$ cat config.mk
export PLATFORM = sky130hd
export DESIGN_NAME = dm_bus_unit
export DESIGN_NICKNAME = d
export VERILOG_FILES = /design/src/rtl/dm_bus_unit.sv
export SDC_FILE = /design/constraint.sdc
export NUM_CORES = 1
export LEC_CHECK = 0
export BUFFER_PORTS_ARGS = -buffer_cell sky130_fd_sc_hd__buf_2
export CAP_MARGIN = 20
export CORE_MARGIN = 10
export CORE_UTILIZATION = 40
export CTS_BUF_LIST = sky130_fd_sc_hd__clkbuf_2
export CTS_CLUSTER_SIZE = 28
export DETAILED_ROUTE_END_ITERATION = 7
export PLACE_DENSITY = 0.76
export SLEW_MARGIN = 30
export SYNTH_ARGS = -nofsm -noshare
export SYNTH_HDL_FRONTEND = slang
export SYNTH_SLANG_ARGS = --single-unit
export TNS_END_PERCENT = 100
$ cat constraint.sdc
create_clock -name clk -period 3.8 [get_ports clk]
set_input_delay 0.57 -clock clk [delete_from_list [all_inputs] [get_ports clk]]
set_output_delay 0.57 -clock clk [all_outputs]
set_load 0.01 [all_outputs]
$ cat src/rtl/dm_bus_unit.sv
// dm_bus_unit: data-memory load/store unit. Checks each access against the
// data-memory range and the timer windows, steers byte lanes onto a
// word-wide bus, waits (bounded) for bus_ack and returns a one-cycle response.
//
// Request handshake: a request is taken on a rising clk edge where
// req_valid && req_ready; req_ready is high only while idle, and op/addr/data
// are captured on that edge so the requester may change them afterwards.
module dm_bus_unit #(
    parameter logic [31:0] DM_BASE   = 32'h0000_0000,
    parameter logic [31:0] DM_LIMIT  = 32'h0000_2FFF,
    parameter int          NUM_TC    = 2,
    parameter logic [31:0] TC_BASE0  = 32'h0000_7F00,
    parameter logic [3:0]  TC_RO_OFF = 4'h8,
    parameter int          TIMEOUT   = 16
) (
    input  logic        clk,
    input  logic        reset,
    input  logic        req_valid,
    output logic        req_ready,
    input  logic [2:0]  req_op,
    input  logic [31:0] req_addr,
    input  logic [31:0] req_wdata,
    output logic        bus_req,
    output logic        bus_we,
    output logic [31:0] bus_addr,
    output logic [3:0]  bus_be,
    output logic [31:0] bus_wdata,
    input  logic        bus_ack,
    input  logic [31:0] bus_rdata,
    output logic        rsp_valid,
    output logic [31:0] rsp_rdata,
    output logic        rsp_adel,
    output logic        rsp_ades,
    output logic        rsp_buserr,
    output logic [1:0]  dbgState
);

    localparam logic [2:0] OP_LW = 3'd0, OP_LH = 3'd1, OP_LHU = 3'd2, OP_LB = 3'd3;
    localparam logic [2:0] OP_LBU = 3'd4, OP_SW = 3'd5, OP_SH = 3'd6;

    typedef enum logic [1:0] {IDLE = 2'd0, BUS = 2'd1, RESP = 2'd2} stateE;

    stateE       state, nextState;
    logic [7:0]  cnt;
    logic [2:0]  opQ;
    logic [31:0] addrQ, wdataQ, rdataQ;
    logic [3:0]  beQ;
    logic        weQ, adelQ, adesQ, buserrQ;

    logic        reqIsLoad, reqIsWord, reqIsHalf, reqErr;
    logic        inDm, inTc, tcRo, misalign;
    logic [31:0] dmOff, tcOff, reqWdataLanes, laneData, loadData;
    logic [3:0]  reqBe;
    logic        lastCycle;

    assign lastCycle = (cnt == 8'(TIMEOUT - 1));
    assign dbgState  = state;

    // Decode the incoming request: legality, byte enables and lane-replicated store data.
    always_comb begin
        reqIsLoad = (req_op < OP_SW);
        reqIsWord = (req_op == OP_LW) || (req_op == OP_SW);
        reqIsHalf = (req_op == OP_LH) || (req_op == OP_LHU) || (req_op == OP_SH);
        dmOff     = req_addr - DM_BASE;
        inDm      = (dmOff <= (DM_LIMIT - DM_BASE));
        inTc      = 1'b0;
        tcRo      = 1'b0;
        tcOff     = '0;
        for (int k = 0; k < NUM_TC; k++) begin
            tcOff = req_addr - (TC_BASE0 + 32'(16 * k));
            if (tcOff[31:4] == 28'd0) begin
                inTc = 1'b1;
                if (tcOff[3:0] == TC_RO_OFF) tcRo = 1'b1;
            end
        end
        if (reqIsWord)      misalign = (req_addr[1:0] != 2'b00);
        else if (reqIsHalf) misalign = req_addr[0];
        else                misalign = 1'b0;
        reqErr = (!inDm && !inTc) || misalign || (inTc && !reqIsWord) || (!reqIsLoad && tcRo);
        if (reqIsWord) begin
            reqBe         = 4'b1111;
            reqWdataLanes = req_wdata;
        end else if (reqIsHalf) begin
            reqBe         = 4'b0011 << {req_addr[1], 1'b0};
            reqWdataLanes = {2{req_wdata[15:0]}};
        end else begin
            reqBe         = 4'b0001 << req_addr[1:0];
            reqWdataLanes = {4{req_wdata[7:0]}};
        end
        if (reqIsLoad) reqWdataLanes = '0;
    end

    // Pick the addressed lane out of the returned bus word and extend it.
    always_comb begin
        laneData = bus_rdata >> {addrQ[1:0], 3'b000};
        case (opQ)
            OP_LW:   loadData = bus_rdata;
            OP_LH:   loadData = {{16{laneData[15]}}, laneData[15:0]};
            OP_LHU:  loadData = {16'd0, laneData[15:0]};
            OP_LB:   loadData = {{24{laneData[7]}}, laneData[7:0]};
            OP_LBU:  loadData = {24'd0, laneData[7:0]};
            default: loadData = '0;
        endcase
    end

    // State register.
    always_ff @(posedge clk or posedge reset) begin
        if (reset) state <= IDLE;
        else       state <= nextState;
    end

    // Next-state logic: errors skip the bus, the bus phase ends on ack or timeout.
    always_comb begin
        nextState = state;
        case (state)
            IDLE: if (req_valid) nextState = reqErr ? RESP : BUS;
            BUS:  if (bus_ack || lastCycle) nextState = RESP;
            RESP: nextState = IDLE;
            default: nextState = IDLE;
        endcase
    end

    // Capture the request at acceptance, count bus cycles and latch the result.
    always_ff @(posedge clk or posedge reset) begin
        if (reset) begin
            cnt     <= '0;
            opQ     <= '0;
            addrQ   <= '0;
            wdataQ  <= '0;
            beQ     <= '0;
            weQ     <= 1'b0;
            adelQ   <= 1'b0;
            adesQ   <= 1'b0;
            buserrQ <= 1'b0;
            rdataQ  <= '0;
        end else begin
            case (state)
                IDLE: if (req_valid) begin
                    cnt     <= '0;
                    opQ     <= req_op;
                    addrQ   <= req_addr;
                    wdataQ  <= reqWdataLanes;
                    beQ     <= reqBe;
                    weQ     <= !reqIsLoad;
                    adelQ   <= reqErr && reqIsLoad;
                    adesQ   <= reqErr && !reqIsLoad;
                    buserrQ <= 1'b0;
                    rdataQ  <= '0;
                end
                BUS: begin
                    cnt <= cnt + 8'd1;
                    if (bus_ack) begin
                        rdataQ <= weQ ? 32'd0 : loadData;
                    end else if (lastCycle) begin
                        buserrQ <= 1'b1;
                        rdataQ  <= '0;
                    end
                end
                default: ;
            endcase
        end
    end

    // Outputs: bus signals only while in BUS, response only while in RESP.
    always_comb begin
        req_ready  = (state == IDLE);
        bus_req    = (state == BUS);
        bus_we     = (state == BUS) && weQ;
        bus_addr   = (state == BUS) ? {addrQ[31:2], 2'b00} : 32'd0;
        bus_be     = (state == BUS) ? beQ : 4'd0;
        bus_wdata  = (state == BUS) ? wdataQ : 32'd0;
        rsp_valid  = (state == RESP);
        rsp_rdata  = (state == RESP) ? rdataQ : 32'd0;
        rsp_adel   = (state == RESP) && adelQ;
        rsp_ades   = (state == RESP) && adesQ;
        rsp_buserr = (state == RESP) && buserrQ;
    end

endmodule

==> impl_metrics.json <==
{
  "synth_top_area_cell": "dfrtp_1",
  "drt-initial-drc-count": 358,
  "synth_cell_types": 64,
  "hold_viol": 0,
  "critPathSlowestCell": "dfrtp_1",
  "cts_tree": "built",
  "period_share": 0.764,
  "fin_hold_ws_ns": 0.0776,
  "grt_overflow_total": 0,
  "drv_slew": 0,
  "synth_ff_type": "dfrtp_1",
  "critPathMaxFanout": 71,
  "net-switching-power_uw": 949,
  "avgViaCountPerCell": 5.26,
  "path_cells": "nor2b_4, buf_4, and2_1, buf_2",
  "core_mm2": 0.0166,
  "syn_area_mm2": 0.00677,
  "cts_root_buffer": "clkbuf_2",
  "dieArea_mm2": 0.0225,
  "die_width_um": 150,
  "p_sw_frac": 0.337,
  "maxSlewHeadroom": 0.374,
  "postRouteAntennaNets": 0,
  "vdd_ir_drop_max_mv": 0.171,
  "nets": 1089,
  "ff_latch_area_mm2": 0.00293,
  "layout_commonest_cell": "buf_2",
  "synth_edf_count": 0,
  "combPwrFrac": 0.201,
  "setup_viol": 0,
  "path_class": "reg -> out",
  "chipHeight_um": 150,
  "num_vias": 6412,
  "multi_input_area_mm2": 0.00362,
  "status": "complete, no violations",
  "antenna_found_initial": 1,
  "syn2layout_area_growth_pct": 21.8,
  "p_int_uw": 1860,
  "portBuffers": 209,
  "reg2reg_depth": 6,
  "cp.arrival_ns": 2.33,
  "ys_seq_area_frac": 0.432,
  "worstPathRequired_ns": 3.23,
  "post_cts_resized": 0,
  "nFillCells": 1626,
  "totalNegativeSetupSlack_ns": 0,
  "routed_wl_mm": 21.9,
  "grt_pass1_vias": 6441,
  "period_needed_ns": 2.90,
  "clkTransAtPathRegs_ns": 0.20,
  "syn_inst": 794,
  "drive_above_1_share": 0.293,
  "io_pins": 212,
  "ys_ff_latch": 117,
  "placementRows": 47,
  "async_flop_share": 1.00,
  "firstDrtPassIters": 5,
  "layout_common_cells": "buf_2 (209), nand2_1 (165), dfrtp_1 (117), and2_1 (104), o21ai_0 (75)",
  "hold_depth": 3,
  "synth_area_leaders": "dfrtp_1 (43%), and2_1 (9.6%), nand2_1 (9.1%)",
  "syn_avg_cell_area_um2": 8.53,
  "max_stage_delay_ns": 0.52,
  "p_clk_frac": 0.290,
  "startpoint_type": "flip-flop",
  "fmax_ghz": 0.344,
  "gp_congestion": 0.859,
  "cts_sinks": 117,
  "endpoint_kind": "output port",
  "leakagePower_uw": 0.00420,
  "grt_pass1_wl_mm": 34.9,
  "synth.top_cell.area_share": 0.432,
  "track_usage": 0.192,
  "yosys_warnings": 0,
  "grt_max_degree": 72,
  "insertion_delay_ns": 0.71,
  "final_cells": 1219,
  "powerDensity_mw_per_mm2": 341,
  "start_util": 0.408,
  "numCtsBuffers": 17,
  "worstMarginPinSlew_ns": 0.935,
  "htree_levels": 4,
  "drcViolationCount": 0,
  "dp.cells": 1182,
  "rsz0062_at_grt": "false",
  "hpwlAfterDp_mm": 16.2,
  "power_frac_seq": 0.509,
  "drv_cap": 0,
  "skew_ns": 0.0325,
  "clockBufferDepth": 2,
  "hold_path_class": "in -> reg",
  "wl_per_cell_um": 18.0
}
## critical path, delay by kind of cell (launching register included)
| family | cells | cell delay (ns) |
|---|---|---|
| AND/OR/NAND/NOR | 2 | 0.45 |
| flip-flops | 1 | 0.52 |
| buffers and inverters | 2 | 0.64 |
## metrics by stage
step / total power [µW] / setup WS (ns) / util / area (µm²)
floorplan: 1810 / 0.129 / - / 6780
global placement: 1990 / 1.16 / 0.481 / 7980
detailed placement: 2010 / 1.09 / 0.481 / 7980
CTS: 2820 / 0.851 / 0.495 / 8210
global route: 2990 / 0.667 / 0.498 / 8250
finish: 2810 / 0.897 / 0.498 / 8250
## flip-flops by register name, indices dropped and copies added, names as in the netlist
signal and cells:
beQ 4, adesQ 1, adelQ 1, cnt 8, wdataQ 32, buserrQ 1, dbgState 2, weQ 1
opQ 3, rdataQ 32, addrQ 32
## power groups by stage
stage | logic [µW] | registers (µW) | clock network (µW)
floorplan | 403 | 1400 | 0
global placement | 543 | 1450 | 0
detailed placement | 560 | 1450 | 0
CTS | 561 | 1430 | 833
global route | 637 | 1450 | 901
finish | 565 | 1430 | 815
## routing by layer
layer,wire (µm),global-route usage,up-vias,part of all wire
met5,0,0,-,0
met3,2070,0.0744,22,0.094
li1,-,-,3122,-
met2,9930,0.287,262,0.45
met1,9680,0.256,3006,0.44
met4,254,0.0486,0,0.012
## synthesized netlist by cell type (all sizes together) (4+ instances only)
| master | number |
|---|---|
| or2 | 4 |
| nand2 | 167 |
| nor2b | 4 |
| a22oi | 15 |
| buf | 6 |
| xor2 | 5 |
| dfrtp | 117 |
| nand2b | 4 |
| o22ai | 9 |
| or4 | 5 |
| nor4 | 6 |
| and2 | 104 |
| inv | 4 |
| mux2 | 16 |
| nor3 | 5 |
| clkbuf | 48 |
| or3 | 5 |
| o21ai | 81 |
| a21oi | 43 |
| a22o | 26 |
| nor2 | 50 |
| nand4 | 5 |
| mux2i | 27 |
| nand3 | 7 |
## worst paths after layout
path / slack (ns) / endpoint / start
max: 0.90 / bus_be[2] / dbgState[0]$_DFFE_PP0P_
min: 0.08 / addrQ[6]$_DFFE_PP0P_ / req_addr[6]
max reg2reg: 1.26 / rdataQ[17]$_DFFE_PP0P_ / addrQ[0]$_DFFE_PP0P_
min reg2reg: 0.49 / addrQ[5]$_DFFE_PP0P_ / addrQ[5]$_DFFE_PP0P_
max in group asynchronous: 2.49 / wdataQ[11]$_DFFE_PP0P_ / reset
min in group asynchronous: 0.48 / wdataQ[20]$_DFFE_PP0P_ / reset
## layout make-up
cell class / count / area share
antenna: 1 / 0.000303
clock buffer: 18 / 0.0109
clock inverter: 14 / 0.0167
inverter: 4 / 0.00243
multi-input combinational: 620 / 0.439
sequential: 117 / 0.355
tap: 220 / 0.0334
timing repair buffer: 225 / 0.143
## cells by family (layout without fill, tap and decap cells)
logic type               count (synthesis)  after routing  share of synthesized area
AO/OA/AOI/OAI                          189            189                      0.170
XOR/XNOR                                 6              6                    0.00776
adder cells (fa/ha/maj)                  1              1                    0.00185
buffers and inverters                   58            261                     0.0362
flip-flops                             117            117                      0.432
multiplexers                            43             43                     0.0665
other                                    1              3                   0.000554
AND/OR/NAND/NOR                        379            379                      0.285
## what timing repair did
action / in CTS / in global routing
buffers inserted: 0 / 0
hold endpoints to repair: 0 / 70
hold buffers: 0 / 4
No activity file was read; power rests on OpenSTA's default activity.
